[config.mk]
export PLATFORM = sky130hd
export DESIGN_NAME = mem_wb_stage
export DESIGN_NICKNAME = d
export VERILOG_FILES = /design/src/rtl/mem_wb_stage.sv
export SDC_FILE = /design/constraint.sdc
export NUM_CORES = 1
export LEC_CHECK = 0
export BUFFER_PORTS_ARGS = -buffer_cell sky130_fd_sc_hd__buf_2
export CAP_MARGIN = 20
export CORE_MARGIN = 2
export CORE_UTILIZATION = 44
export DETAILED_ROUTE_END_ITERATION = 8
export GPL_ROUTABILITY_DRIVEN = 0
export PLACE_DENSITY = 0.78
export SYNTH_ARGS = -nofsm -noshare
export SYNTH_HDL_FRONTEND = slang
export SYNTH_SLANG_ARGS = --single-unit
[constraint.sdc]
create_clock -name clk -period 1.9 [get_ports clk]
set_clock_uncertainty 0.05 [all_clocks]
set_input_delay 0.285 -clock clk [delete_from_list [all_inputs] [get_ports clk]]
set_output_delay 0.285 -clock clk [all_outputs]
set_load 0.05 [all_outputs]
[src/rtl/mem_wb_stage.sv]
// MEM/WB boundary stage: retires one instruction per cycle into the regfile write port,
// stalling MEM while a load waits on the variable-latency data-RAM read handshake.
module mem_wb_stage #(
  parameter int DATA_W = 32,
  parameter int ADDR_W = 5
) (
  input  logic              clk,
  input  logic              rst,
  input  logic              flush,
  input  logic              in_valid,
  output logic              in_ready,
  input  logic              in_we,
  input  logic [ADDR_W-1:0] in_waddr,
  input  logic [DATA_W-1:0] in_result,
  input  logic              in_is_load,
  input  logic [1:0]        in_ld_size,
  input  logic              in_ld_signed,
  input  logic [1:0]        in_byte_off,
  output logic              ram_req,
  input  logic              ram_ack,
  input  logic [DATA_W-1:0] ram_rdata,
  output logic              wb_we,
  output logic [ADDR_W-1:0] wb_waddr,
  output logic [DATA_W-1:0] wb_wdata
);

  typedef enum logic [0:0] {S_IDLE = 1'b0, S_LOAD_WAIT = 1'b1} state_t;

  state_t              state_q, state_d;
  logic                ram_req_q, ram_req_d;
  logic                wb_we_q, wb_we_d;
  logic [ADDR_W-1:0]   wb_waddr_q, wb_waddr_d;
  logic [DATA_W-1:0]   wb_wdata_q, wb_wdata_d;
  logic                cap_we_q, cap_we_d;
  logic [ADDR_W-1:0]   cap_waddr_q, cap_waddr_d;
  logic [1:0]          cap_size_q, cap_size_d;
  logic                cap_signed_q, cap_signed_d;
  logic [1:0]          cap_off_q, cap_off_d;

  // Pick the addressed little-endian lane and extend it; half loads align down.
  function automatic logic [DATA_W-1:0] extract(input logic [1:0] size, input logic sgn,
                                                input logic [1:0] off,
                                                input logic [DATA_W-1:0] rdata);
    logic [7:0]  b;
    logic [15:0] h;
    b = rdata[{off, 3'b000} +: 8];
    h = rdata[{off[1], 4'b0000} +: 16];
    case (size)
      2'b00:   extract = {{(DATA_W-8){sgn & b[7]}}, b};
      2'b01:   extract = {{(DATA_W-16){sgn & h[15]}}, h};
      default: extract = rdata;
    endcase
  endfunction

  assign in_ready = (state_q == S_IDLE);
  assign ram_req  = ram_req_q;
  assign wb_we    = wb_we_q;
  assign wb_waddr = wb_waddr_q;
  assign wb_wdata = wb_wdata_q;

  // Next-state logic: accept, load wait, flush abort and write-pulse generation.
  always_comb begin
    state_d      = state_q;
    ram_req_d    = ram_req_q;
    wb_we_d      = 1'b0;
    wb_waddr_d   = wb_waddr_q;
    wb_wdata_d   = wb_wdata_q;
    cap_we_d     = cap_we_q;
    cap_waddr_d  = cap_waddr_q;
    cap_size_d   = cap_size_q;
    cap_signed_d = cap_signed_q;
    cap_off_d    = cap_off_q;
    case (state_q)
      S_IDLE: begin
        if (flush) begin
          state_d = S_IDLE;
        end else if (in_valid && in_is_load) begin
          state_d      = S_LOAD_WAIT;
          ram_req_d    = 1'b1;
          cap_we_d     = in_we;
          cap_waddr_d  = in_waddr;
          cap_size_d   = in_ld_size;
          cap_signed_d = in_ld_signed;
          cap_off_d    = in_byte_off;
        end else if (in_valid && in_we && (in_waddr != {ADDR_W{1'b0}})) begin
          wb_we_d    = 1'b1;
          wb_waddr_d = in_waddr;
          wb_wdata_d = in_result;
        end else begin
          state_d = S_IDLE;
        end
      end
      S_LOAD_WAIT: begin
        // Flush wins over a same-cycle ack, so the load retires without writing.
        if (flush) begin
          state_d   = S_IDLE;
          ram_req_d = 1'b0;
        end else if (ram_ack) begin
          state_d   = S_IDLE;
          ram_req_d = 1'b0;
          if (cap_we_q && (cap_waddr_q != {ADDR_W{1'b0}})) begin
            wb_we_d    = 1'b1;
            wb_waddr_d = cap_waddr_q;
            wb_wdata_d = extract(cap_size_q, cap_signed_q, cap_off_q, ram_rdata);
          end else begin
            wb_we_d = 1'b0;
          end
        end else begin
          state_d = S_LOAD_WAIT;
        end
      end
      default: begin
        state_d   = S_IDLE;
        ram_req_d = 1'b0;
      end
    endcase
  end

  // State and registered outputs.
  always_ff @(posedge clk) begin
    if (rst) begin
      state_q      <= S_IDLE;
      ram_req_q    <= 1'b0;
      wb_we_q      <= 1'b0;
      wb_waddr_q   <= {ADDR_W{1'b0}};
      wb_wdata_q   <= {DATA_W{1'b0}};
      cap_we_q     <= 1'b0;
      cap_waddr_q  <= {ADDR_W{1'b0}};
      cap_size_q   <= 2'b00;
      cap_signed_q <= 1'b0;
      cap_off_q    <= 2'b00;
    end else begin
      state_q      <= state_d;
      ram_req_q    <= ram_req_d;
      wb_we_q      <= wb_we_d;
      wb_waddr_q   <= wb_waddr_d;
      wb_wdata_q   <= wb_wdata_d;
      cap_we_q     <= cap_we_d;
      cap_waddr_q  <= cap_waddr_d;
      cap_size_q   <= cap_size_d;
      cap_signed_q <= cap_signed_d;
      cap_off_q    <= cap_off_d;
    end
  end

endmodule

==> results.yml <==
worst_setup_path:
  reg2reg_to: "wb_wdata[29]"
  required_ps: 2050
  critPathCaptureType: "register"
  crit_slowest_cell: "or4_4"
  slowest_delay_ps: 540
  r2r_setup_slack_ps: 30
  cp_max_fo: 15
  r2r_cells: 7
  arrival_ps: 2020
  r2r_start: "cap_waddr_q[0]"
  worstPathCellList: "or4_4 -> nor2_4 -> o22ai_4 -> buf_4 -> clkbuf_16 -> o211ai_1 -> a21oi_1"
  worstSetupPathType: "reg2reg"
  crit_path_start_kind: "register"
synth:
  syn-num-nets: 432
  synth_top_cell_area_share: 0.3328
  synth_most_common_cell: "nand2_1"
  synth_top_family_by_area: "compound AO/OA/AOI/OAI gates"
  synth_top_cell_by_area: "dfxtp_1"
  synth_area_leaders: "dfxtp_1 (33%), nand2_1 (6.9%), mux2i_1 (6.5%)"
  synth.distinct_cells: 46
  synthTopCellsByCount: "nand2_1 (56), dfxtp_1 (51), a21oi_1 (28)"
  synth-simple-area-share: 0.1721
  synthCells: 351
  synth-seq-cells: 51
  async_flop_share: 0
  synth_edf_count: 0
  synth_area_um2: 3068
  yosys.area_share.adder: 0
  ys_warn_count: 0
  synth_mux_area_frac: 0.1069
  synth_compound_area_frac: 0.3120
  synth_ff_type: "dfxtp_1"
  yosysSeqAreaShare: 0.3328
  synth_xor_area_frac: 0
  avgSynthCellArea_um2: 8.741
floorplanning:
  rows: 30
  die_area_um2: 7656
  io_pins: 121
  dieHeight_um: 87.50
  die_w_um: 87.50
  start_util: 0.4541
  core-area_um2: 6756
place:
  hpwlAfterDp_um: 6654
  port_buffers: 120
  dpl-instance-area_um2: 3740
  pre_cts_slack_ps: -172.3
global_routing:
  overflow: 0
  grt_max_degree: 32
  antenna_found_initial: 0
  grt_use_total: 0.2340
  grt_pass1_wl_um: 13920
  grt_pass1_vias: 2895
pwr:
  seqPwrFrac: 0.493
  p_switching_uw: 717.5
  internal_power_mw: 1.556
  peakVddDrop_uv: 240.6
  p_clk_frac: 0.283
  leakage_nw: 1.797
  swShare: 0.3155
  power-per-cell-area_nw_per_um2: 563.6
  combPwrFrac: 0.224
cts:
  numCtsBuffers: 5
  cts_tree: "built"
  clkSlewWorstSetupHoldPaths_ps: 100
  clock_latency_ps: 320
  htreeDepth: 2
  clock-sinks: 51
  cts_root_buf: "clkbuf_8"
  hold_buffers: 0
  cts_buffer_depth: 2
timing:
  setup_slack_ps: 29.93
  timing.fmax_mhz: 534.7
  rsz0062_at_grt: "true"
  slew_violations: 0
  worst_pin_slew_ps: 507.5
  hold_viol_final: 0
  slew-limit-headroom: 0.6617
  setup_viol: 0
  period_minus_slack_ps: 1870
  min_period_over_period: 0.9842
route:
  dr.pass1.iters: 5
  routed_wl_um: 9666
  vias: 3267
  drt_iter0_drc: 265
  post-route-drc-count: 0
  via_per_inst: 5.962
  ant_nets: 0
  wire_per_inst_um: 17.64
final_layout:
  num_antenna_cells: 0
  fill_cells: 599
  drive_gt1_frac: 0.4274
  final_util: 0.5970
  area_delta_synth_final_pct: 31.48
  register_area_um2: 1028
  multiInputGateArea_um2: 1853
  layout.nets: 548
  fin_area_um2: 4034
worst_hold_path:
  hold_path_depth: 3
  hp-start: "in_waddr[3]"
  hold_class: "in2reg"
  min_to: "cap_waddr_q[3]"
run_status:
  status: "finished clean"
flow_run:
  cap_violations: 0
[sequential cells by signal (all words and copies together) (netlist names), 2 cells and up]
signal,cells
wb_waddr,5
cap_off_q,2
cap_size_q,2
cap_waddr_q,5
wb_wdata,32
[area by class of cell]
cell class | instances | area share
Sequential cell | 51 | 0.2550
Inverter | 13 | 0.01241
Clock inverter | 3 | 0.004963
Clock buffer | 5 | 0.01706
Multi-Input combinational cell | 255 | 0.4594
Timing Repair Buffer | 141 | 0.2264
Tap cell | 80 | 0.02481
[power groups by stage]
| stage | clock network, mW | logic, mW | registers (mW) |
|---|---|---|---|
| 2_1_floorplan | 0 | 0.209 | 1.22 |
| 3_3_place_gp | 0 | 0.456 | 1.14 |
| 3_5_place_dp | 0 | 0.464 | 1.15 |
| 4_1_cts | 0.662 | 0.475 | 1.12 |
| 5_1_grt | 0.711 | 0.539 | 1.13 |
| 6_report | 0.643 | 0.509 | 1.12 |
[layout by cell type (no fill, tap or decap), drive strengths merged, types with 2 or more instances in the layout]
| cell type | netlist | routed |
|---|---|---|
| a21oi | 28 | 28 |
| mux2i | 20 | 20 |
| or4 | 2 | 2 |
| o32ai | 7 | 7 |
| nor3b | 2 | 2 |
| dfxtp | 51 | 51 |
| clkinv | 2 | 3 |
| mux2 | 9 | 9 |
| a211oi | 13 | 13 |
| o211a | 15 | 15 |
| nor2 | 25 | 25 |
| clkinvlp | 0 | 2 |
| a31oi | 9 | 9 |
| o2111ai | 2 | 2 |
| nand2b | 3 | 3 |
| nor3 | 17 | 17 |
| o22ai | 8 | 8 |
| clkbuf | 12 | 9 |
| buf | 20 | 136 |
| nand3b | 2 | 2 |
| a221oi | 8 | 8 |
| nand2 | 57 | 57 |
| and2 | 2 | 2 |
| o211ai | 15 | 15 |
| inv | 11 | 11 |
[worst max path at each step]
stage | cells past startpoint | from | endpoint
2_1_floorplan | 6 | cap_off_q[1] | wb_wdata[10]
3_3_place_gp | 6 | cap_off_q[1] | wb_wdata[21]
3_5_place_dp | 6 | cap_off_q[1] | wb_wdata[18]
4_1_cts | 5 | cap_off_q[1] | wb_wdata[8]
5_1_grt | 7 | cap_waddr_q[0] | wb_wdata[27]
6_report | 7 | cap_waddr_q[0] | wb_wdata[29]
[metal layers]
layer / global-route usage / wire length, µm / vias up / share of wire
met5: 0 / 0 / - / 0
met4: 0.1119 / 248 / 0 / 0.026
met3: 0.06161 / 794 / 26 / 0.082
met2: 0.3705 / 4641 / 163 / 0.48
met1: 0.2959 / 3981 / 1542 / 0.41
li1: - / - / 1536 / -
[metrics by stage]
stage / hold WS [ps] / instances / total power, mW / TNS (ps)
final: 159.8 / 548 / 2.274 / 0
after global routing: 156.4 / 548 / 2.375 / -72.76
after CTS: 154.1 / 541 / 2.258 / 0
after detailed placement: 401.5 / 532 / 1.610 / -2246
after global placement: 389.4 / 532 / 1.600 / -980.6
after floorplan: 371.0 / 351 / 1.428 / 0
[worst max-delay path: cells and delay by family (launching register included)]
family          cells  cell delay [ps]
flops               1              340
simple gates        2              700
compound gates      3              320
buf+inv             2              340
[repair_timing]
| item | CTS | global route |
|---|---|---|
| pin swaps | 0 | 8 |
| setup endpoints to repair | 17 | 31 |
| gates resized for setup | 2 | 11 |
| cloned | 1 | 3 |
| setup buffers | 0 | 4 |
[logic make-up after synthesis]
logic type      count (synthesis)
compound gates                111
buf+inv                        45
flops                          51
simple gates                  114
mux                            30
Power figures use the tool's default switching activity.
